### src/rtl/wordgen_ctrl_if.sv
// Word handshake between the queue controller and the wordgen serializer.
//
// Handshake: a word transfers on every rising clock edge where word_valid
// and word_ready are both 1. Once the master raises word_valid it keeps
// word_valid and word_data unchanged until that transfer edge. The slave may
// drive word_ready at any time, and word_ready may depend on word_valid.
`timescale 1ns/1ps
interface wordgen_ctrl_if;
  logic [3:0] word_data;
  logic       word_valid;
  logic       word_ready;

  modport master (output word_data, output word_valid, input word_ready);
  modport slave  (input word_data, input word_valid, output word_ready);
endinterface

### src/rtl/wordgen_ctrl.sv
// Word-queue controller: synchronizes and debounces the write button,
// captures the switch word into a circular store, and offers stored words
// to the serializer. Manual mode drains the store in FIFO order. Auto mode
// replays the stored words in a loop without consuming them.
`timescale 1ns/1ps
module wordgen_ctrl #(
  parameter int DEPTH      = 8,
  parameter int DEB_CYCLES = 50000
) (
  input  logic                       sysclk,
  input  logic                       rst_n,
  input  logic                       sw1,
  input  logic                       sw2,
  input  logic                       sw3,
  input  logic                       sw4,
  input  logic                       write,
  input  logic                       auto,
  wordgen_ctrl_if.master             wg,
  output logic [$clog2(DEPTH+1)-1:0] count,
  output logic                       full,
  output logic                       empty,
  output logic                       overflow,
  output logic                       mode_auto,
  output logic [1:0]                 state_dbg
);

  localparam int PW = $clog2(DEPTH);
  localparam int CW = $clog2(DEPTH + 1);
  localparam int DW = $clog2(DEB_CYCLES + 1);

  typedef enum logic [1:0] {
    S_IDLE = 2'd0,
    S_FIFO = 2'd1,
    S_LOOP = 2'd2
  } state_t;

  // Synchronizers and debounce
  logic          r_write_meta;
  logic          r_write_s;
  logic          r_auto_meta;
  logic          r_auto_s;
  logic          r_write_d;
  logic [DW-1:0] r_deb_cnt;

  // Store and pointers
  logic [3:0]    r_mem [DEPTH];
  logic [PW-1:0] r_wr_ptr;
  logic [PW-1:0] r_rd_ptr;
  logic [PW-1:0] r_play_ptr;
  logic [CW-1:0] r_count;
  logic          r_full;
  logic          r_empty;
  logic          r_overflow;

  // FSM and registered offer
  state_t        r_state;
  logic [3:0]    r_word_data;
  logic          r_word_valid;
  logic          r_mode_auto;

  // Combinational helpers
  logic [3:0]    w_sw;
  logic          w_deb_differ;
  logic          w_deb_flip;
  logic          w_cap_req;
  logic          w_cap_ok;
  logic          w_hs;
  logic          w_fifo_hs;
  logic [CW-1:0] w_count_next;
  logic [PW-1:0] w_loop_last;
  state_t        w_next_state;
  logic [PW-1:0] w_next_rd;
  logic [PW-1:0] w_next_play;
  logic [PW-1:0] w_fetch_ptr;
  logic          w_load;
  logic [3:0]    w_fetch_data;

  assign w_sw = {sw1, sw2, sw3, sw4};

  // The debounced level flips after the synchronized level has disagreed
  // with it for DEB_CYCLES+1 consecutive cycles; a capture is requested on
  // the 0->1 flip only, so holding the button yields one capture.
  assign w_deb_differ = (r_write_s != r_write_d);
  assign w_deb_flip   = w_deb_differ && (r_deb_cnt == DW'(DEB_CYCLES));
  assign w_cap_req    = w_deb_flip && r_write_s;

  assign w_hs      = r_word_valid && wg.word_ready;
  assign w_fifo_hs = (r_state == S_FIFO) && w_hs;

  // A full store still accepts a capture when a FIFO handshake frees a slot
  // on the same edge.
  assign w_cap_ok     = w_cap_req && (!r_full || w_fifo_hs);
  assign w_count_next = r_count + CW'(w_cap_ok) - CW'(w_fifo_hs);

  // Last loop slot uses the registered count, so words captured during the
  // loop join it from the following wrap.
  assign w_loop_last = r_rd_ptr + PW'(r_count - CW'(1));

  // The only slot that can be read on the same edge it is written is the
  // one right after a FIFO handshake that drains the last stored word.
  assign w_fetch_data = (w_cap_ok && (r_wr_ptr == w_fetch_ptr)) ? w_sw : r_mem[w_fetch_ptr];

  // Two-flop synchronizers for the asynchronous button and mode pins
  always_ff @(posedge sysclk) begin
    if (!rst_n) begin
      r_write_meta <= 1'b0;
      r_write_s    <= 1'b0;
      r_auto_meta  <= 1'b0;
      r_auto_s     <= 1'b0;
    end else begin
      r_write_meta <= write;
      r_write_s    <= r_write_meta;
      r_auto_meta  <= auto;
      r_auto_s     <= r_auto_meta;
    end
  end

  // Debounce counter and debounced write level
  always_ff @(posedge sysclk) begin
    if (!rst_n) begin
      r_deb_cnt <= '0;
      r_write_d <= 1'b0;
    end else if (!w_deb_differ) begin
      r_deb_cnt <= '0;
    end else if (w_deb_flip) begin
      r_deb_cnt <= '0;
      r_write_d <= r_write_s;
    end else begin
      r_deb_cnt <= r_deb_cnt + DW'(1);
    end
  end

  // Word store write port; contents are deliberately left out of reset
  always_ff @(posedge sysclk) begin
    if (rst_n && w_cap_ok) begin
      r_mem[r_wr_ptr] <= w_sw;
    end
  end

  // Pointers, occupancy and sticky overflow
  always_ff @(posedge sysclk) begin
    if (!rst_n) begin
      r_wr_ptr   <= '0;
      r_rd_ptr   <= '0;
      r_play_ptr <= '0;
      r_count    <= '0;
      r_full     <= 1'b0;
      r_empty    <= 1'b1;
      r_overflow <= 1'b0;
    end else begin
      if (w_cap_ok) begin
        r_wr_ptr <= r_wr_ptr + PW'(1);
      end
      r_rd_ptr   <= w_next_rd;
      r_play_ptr <= w_next_play;
      r_count    <= w_count_next;
      r_full     <= (w_count_next == CW'(DEPTH));
      r_empty    <= (w_count_next == '0);
      if (w_cap_req && !w_cap_ok) begin
        r_overflow <= 1'b1;
      end
    end
  end

  // FSM state register
  always_ff @(posedge sysclk) begin
    if (!rst_n) begin
      r_state <= S_IDLE;
    end else begin
      r_state <= w_next_state;
    end
  end

  // Next state, pointer updates and which slot to offer next. The offer is
  // only reloaded when leaving IDLE or on a handshake, which keeps an
  // outstanding offer stable across mode changes and captures.
  always_comb begin
    w_next_state = r_state;
    w_next_rd    = r_rd_ptr;
    w_next_play  = r_play_ptr;
    w_fetch_ptr  = r_rd_ptr;
    w_load       = 1'b0;
    unique case (r_state)
      S_IDLE: begin
        if (r_count != '0) begin
          w_load      = 1'b1;
          w_fetch_ptr = r_rd_ptr;
          if (r_auto_s) begin
            w_next_state = S_LOOP;
            w_next_play  = r_rd_ptr;
          end else begin
            w_next_state = S_FIFO;
          end
        end
      end
      S_FIFO: begin
        if (w_hs) begin
          w_next_rd = r_rd_ptr + PW'(1);
          if (w_count_next != '0) begin
            w_load      = 1'b1;
            w_fetch_ptr = w_next_rd;
            if (r_auto_s) begin
              w_next_state = S_LOOP;
              w_next_play  = w_next_rd;
            end else begin
              w_next_state = S_FIFO;
            end
          end else begin
            w_next_state = S_IDLE;
          end
        end
      end
      S_LOOP: begin
        if (w_hs) begin
          w_next_play = (r_play_ptr == w_loop_last) ? r_rd_ptr : (r_play_ptr + PW'(1));
          w_load      = 1'b1;
          if (!r_auto_s) begin
            w_next_state = S_FIFO;
            w_fetch_ptr  = r_rd_ptr;
          end else begin
            w_next_state = S_LOOP;
            w_fetch_ptr  = w_next_play;
          end
        end
      end
      default: begin
        w_next_state = S_IDLE;
      end
    endcase
  end

  // Registered offer and mode flag derived from the next state
  always_ff @(posedge sysclk) begin
    if (!rst_n) begin
      r_word_data  <= 4'd0;
      r_word_valid <= 1'b0;
      r_mode_auto  <= 1'b0;
    end else begin
      r_word_valid <= (w_next_state != S_IDLE);
      r_mode_auto  <= (w_next_state == S_LOOP);
      if (w_load) begin
        r_word_data <= w_fetch_data;
      end
    end
  end

  assign wg.word_data  = r_word_data;
  assign wg.word_valid = r_word_valid;
  assign count         = r_count;
  assign full          = r_full;
  assign empty         = r_empty;
  assign overflow      = r_overflow;
  assign mode_auto     = r_mode_auto;
  assign state_dbg     = r_state;

endmodule

### src/flat_wrapper.sv
// flat-port wrapper written by rule: the top's interface ports become plain ports
module wordgen_ctrl_flat 
#(
  parameter int DEPTH      = 8,
  parameter int DEB_CYCLES = 50000
)
  (sysclk, rst_n, sw1, sw2, sw3, sw4, write, auto, count, full, empty, overflow, mode_auto, state_dbg, wg_word_data, wg_word_valid, wg_word_ready);
  wordgen_ctrl_if wg_i ();
  input  logic sysclk;
  input  logic rst_n;
  input  logic sw1;
  input  logic sw2;
  input  logic sw3;
  input  logic sw4;
  input  logic write;
  input  logic auto;
  output logic [$clog2(DEPTH+1)-1:0] count;
  output logic full;
  output logic empty;
  output logic overflow;
  output logic mode_auto;
  output logic [1:0] state_dbg;
  output wire logic [$bits(wg_i.word_data)-1:0] wg_word_data;
  output wire logic [$bits(wg_i.word_valid)-1:0] wg_word_valid;
  input wire logic [$bits(wg_i.word_ready)-1:0] wg_word_ready;
  assign wg_word_data = wg_i.word_data;
  assign wg_word_valid = wg_i.word_valid;
  assign wg_i.word_ready = wg_word_ready;
  wordgen_ctrl #(.DEPTH(DEPTH), .DEB_CYCLES(DEB_CYCLES)) u_core (.sysclk(sysclk), .rst_n(rst_n), .sw1(sw1), .sw2(sw2), .sw3(sw3), .sw4(sw4), .write(write), .auto(auto), .wg(wg_i), .count(count), .full(full), .empty(empty), .overflow(overflow), .mode_auto(mode_auto), .state_dbg(state_dbg));
endmodule
### config.mk
export PLATFORM = sky130hd
export DESIGN_NAME = wordgen_ctrl_flat
export DESIGN_NICKNAME = d
export VERILOG_FILES = /design/src/rtl/wordgen_ctrl_if.sv /design/src/rtl/wordgen_ctrl.sv /design/src/flat_wrapper.sv
export SDC_FILE = /design/constraint.sdc
export NUM_CORES = 1
export LEC_CHECK = 0
export ABC_AREA = 1
export CORE_ASPECT_RATIO = 2
export CORE_UTILIZATION = 25
export DETAILED_ROUTE_END_ITERATION = 16
export PLACE_DENSITY = 0.47
export SYNTH_ARGS = -nofsm -noshare
export SYNTH_HDL_FRONTEND = slang
export SYNTH_SLANG_ARGS = --single-unit
### constraint.sdc
create_clock -name sysclk -period 5.7 [get_ports sysclk]
set_input_delay 0.57 -clock sysclk [delete_from_list [all_inputs] [get_ports sysclk]]
set_output_delay 0.57 -clock sysclk [all_outputs]
set_load 0.01 [all_outputs]
==> flow_summary.json <==
{
  "yosysTopAreaCell": "edfxtp_1",
  "mappedNetlistNets": 545,
  "coreArea_sq_mm": 0.0162,
  "power_density_mw_per_mm2": 233,
  "synth_seq_area_share_pct": 45.2,
  "rsz0062_at_grt": "no",
  "setup.worst_path.start_class": "register",
  "synthCells": 518,
  "endpoint_kind": "register",
  "hold_violations": 0,
  "status": "finished, final reports clean",
  "port_buffers": 23,
  "postLayoutCellArea_sq_mm": 0.00484,
  "finalSetupViolCount": 0,
  "worstSetupPathType": "register to register",
  "cts_resized": 0,
  "cp_top_family": "simple AND/OR/NAND/NOR gates",
  "finalCriticalPeriod_ps": 4270,
  "grt_max_degree": 24,
  "diodes": 0,
  "grt_util_all_layers_pct": 13.3,
  "period_share_pct": 75.0,
  "detail_route.vias_per_cell": 4.52,
  "cts_root_buf": "clkbuf_16",
  "skew_ps": 20.1,
  "multiInputGateArea_sq_mm": 0.00185,
  "cp_slowest_cell": "fa_1",
  "drv_cap": 0,
  "rows": 66,
  "fillCellCount": 1789,
  "leakagePower_nw": 1.96,
  "num-nets-final": 571,
  "path_clk_slew_ps": 60,
  "cts_made_buffers": 9,
  "synth.area.top_cells": "edfxtp_1, dfxtp_1, nand2_1",
  "worst_pin_slew_ps": 677,
  "overflow": 0,
  "path_buf_inv": 5,
  "ys_ff_latch": 77,
  "grt_pass1_vias": 3450,
  "h-tree-depth": 3,
  "critPathArrivalTime_ps": 4540,
  "cts_sinks": 77,
  "dieArea_sq_mm": 0.0170,
  "drt_wl_total_um": 10400,
  "cts_tree": "yes",
  "cp_max_fo": 19,
  "yosys.area.top_type_share_pct": 23.4,
  "worstPathRequired_ps": 5970,
  "area_growth_pct": 17.5,
  "fmax_ghz": 0.234,
  "layout_setup_ws_ps": 1430,
  "hpwlAfterDp_um": 8080,
  "pin_count": 24,
  "drt-wirelength-per-cell_um": 13.9,
  "drt-pass1-iter-count": 8,
  "clock_path_buffers": 2,
  "avgSynthCellArea_sq_um": 7.94,
  "postRouteAntennaNets": 0,
  "die_w_um": 92.7,
  "initial_core_util_pct": 25.4,
  "final-seq-area_sq_mm": 0.00186,
  "hold_class": "register to register",
  "grt_pass1_wl_um": 17200,
  "vias": 3407,
  "finalMaxSlewViolations": 0,
  "drive_gt1_share_pct": 7.65,
  "die_h_um": 183,
  "power.total_mw": 1.13,
  "maxSlewHeadroom_pct": 54.5,
  "drt_iter0_markers": 180,
  "yosysWarningCount": 0,
  "cts_hold_buf": 0,
  "ir_drop_uv": 121,
  "crit_top_cell": "nand2_1",
  "clock_latency_ps": 340,
  "r2r_setup_slack_ps": 1430,
  "setup_tns_ps": 0,
  "drc": 0,
  "placed_area_sq_mm": 0.00456,
  "synth_cell_types": 40,
  "post_cts_buffers": 0,
  "synth_area_sq_mm": 0.00412,
  "pre_cts_ws_ps": 1160,
  "final_core_util_pct": 29.9,
  "gp_congestion": 0.855,
  "max_stage_delay_ps": 500,
  "antenna_found_initial": 0
}
-- worst min-delay path, cell delays in order, from the launching register on --
cell and delay (ps):
dfxtp_1 300, nand2_1 40, inv_1 40
-- cell usage in the layout, fill, tap and decap left out, types with 5 or more instances in the layout --
cell type / synthesis / final
a21oi_1: 26 / 26
clkbuf_16: 0 / 9
clkdlybuf4s50_1: 0 / 23
dfxtp_1: 45 / 45
edfxtp_1: 32 / 32
ha_1: 17 / 17
inv_1: 89 / 89
nand2_1: 99 / 99
nand2_2: 8 / 8
nand3_1: 59 / 59
nand4_1: 5 / 5
nor2_1: 39 / 39
nor3_1: 17 / 17
nor4_1: 5 / 5
o21a_1: 5 / 5
o21ai_0: 19 / 19
xor2_1: 5 / 5
-- sequential cells by signal, indices dropped and copies added (netlist names) --
| signal | cells |
|---|---|
| u_core.wg.word_data | 4 |
| u_core.r_write_meta | 1 |
| u_core.r_auto_s | 1 |
| u_core.r_write_s | 1 |
| u_core.full | 1 |
| u_core.state_dbg | 2 |
| u_core.r_deb_cnt | 16 |
| u_core.r_mem | 32 |
| u_core.r_rd_ptr | 3 |
| u_core.count | 4 |
| u_core.wg.word_valid | 1 |
| u_core.r_wr_ptr | 3 |
| u_core.mode_auto | 1 |
| u_core.empty | 1 |
| u_core.overflow | 1 |
| u_core.r_play_ptr | 3 |
| u_core.r_auto_meta | 1 |
| u_core.r_write_d | 1 |
-- cell usage after synthesis --
master	count
nor3_1	17
nand3_4	1
nor4_1	5
nand3b_1	4
fa_1	1
a22oi_1	1
o21bai_1	1
o211ai_1	2
nor3b_1	3
nand4_1	5
o21ai_0	19
buf_6	1
nand2_2	8
nand2_4	2
inv_1	89
nor2_1	39
inv_2	3
nand2_1	99
a21oi_1	26
a21boi_0	1
a31oi_1	1
clkinv_2	1
o21a_1	5
nand3_1	59
nor2_4	2
edfxtp_1	32
ha_1	17
xnor2_1	4
a211oi_1	1
clkinv_1	1
nand3_2	4
clkbuf_1	5
buf_2	2
o22ai_1	1
a2111oi_2	1
buf_4	1
xor2_1	5
dfxtp_1	45
nand2_8	1
nor2_2	3
-- layer usage --
layer	routed length, um	global-route usage [%]	part of all wire, %	up-vias
met5	0	0	0	-
met4	306	7.20	2.9	0
met3	248	2.77	2.4	22
met2	5860	25.1	56	81
met1	4030	13.3	39	1559
li1	-	-	-	1745
-- worst paths after layout --
check                                                     from                                  end  cells after the start
worst max-delay path            u_core.state_dbg[1]$_SDFF_PN0_  u_core.wg.word_data[3]$_SDFFE_PN0P_                     27
worst min-delay path             u_core.r_auto_meta$_SDFF_PN0_           u_core.r_auto_s$_SDFF_PN0_                      2
worst max register to register  u_core.state_dbg[1]$_SDFF_PN0_  u_core.wg.word_data[3]$_SDFFE_PN0P_                     27
worst min register to register   u_core.r_auto_meta$_SDFF_PN0_           u_core.r_auto_s$_SDFF_PN0_                      2
-- layout make-up --
class / instances / share of cell area, %
Clock buffer: 10 / 4.73
Sequential cell: 77 / 38.5
Tap cell: 204 / 5.28
Multi-Input combinational cell: 338 / 38.3
Timing Repair Buffer: 24 / 4.92
Inverter: 94 / 7.32
Clock inverter: 6 / 0.957
-- stage by stage --
step	instances	hold WS [ps]
CTS	753	414
global placement	737	396
detailed placement	737	400
floorplan	518	390
global route	753	463
finish	753	414
-- cell families (layout without fill, tap and decap cells) --
kind of cell	count (synthesis)	after routing	share of synthesized area, %
buffers and inverters	103	134	9.76
DFF	77	77	45.2
xor gates and xnor gates	9	9	1.92
adders and majority gates	18	18	5.66
AOI/OAI and AO/OA	59	59	8.15
and+or+nand+nor	252	252	29.3
-- where the power goes --
group | internal, mW | switching (mW)
Combinational | 0.00781 | 0.0138
Clock | 0.298 | 0.233
Sequential | 0.575 | 0.000987
Note: power is estimated with default switching activity, not from simulation.
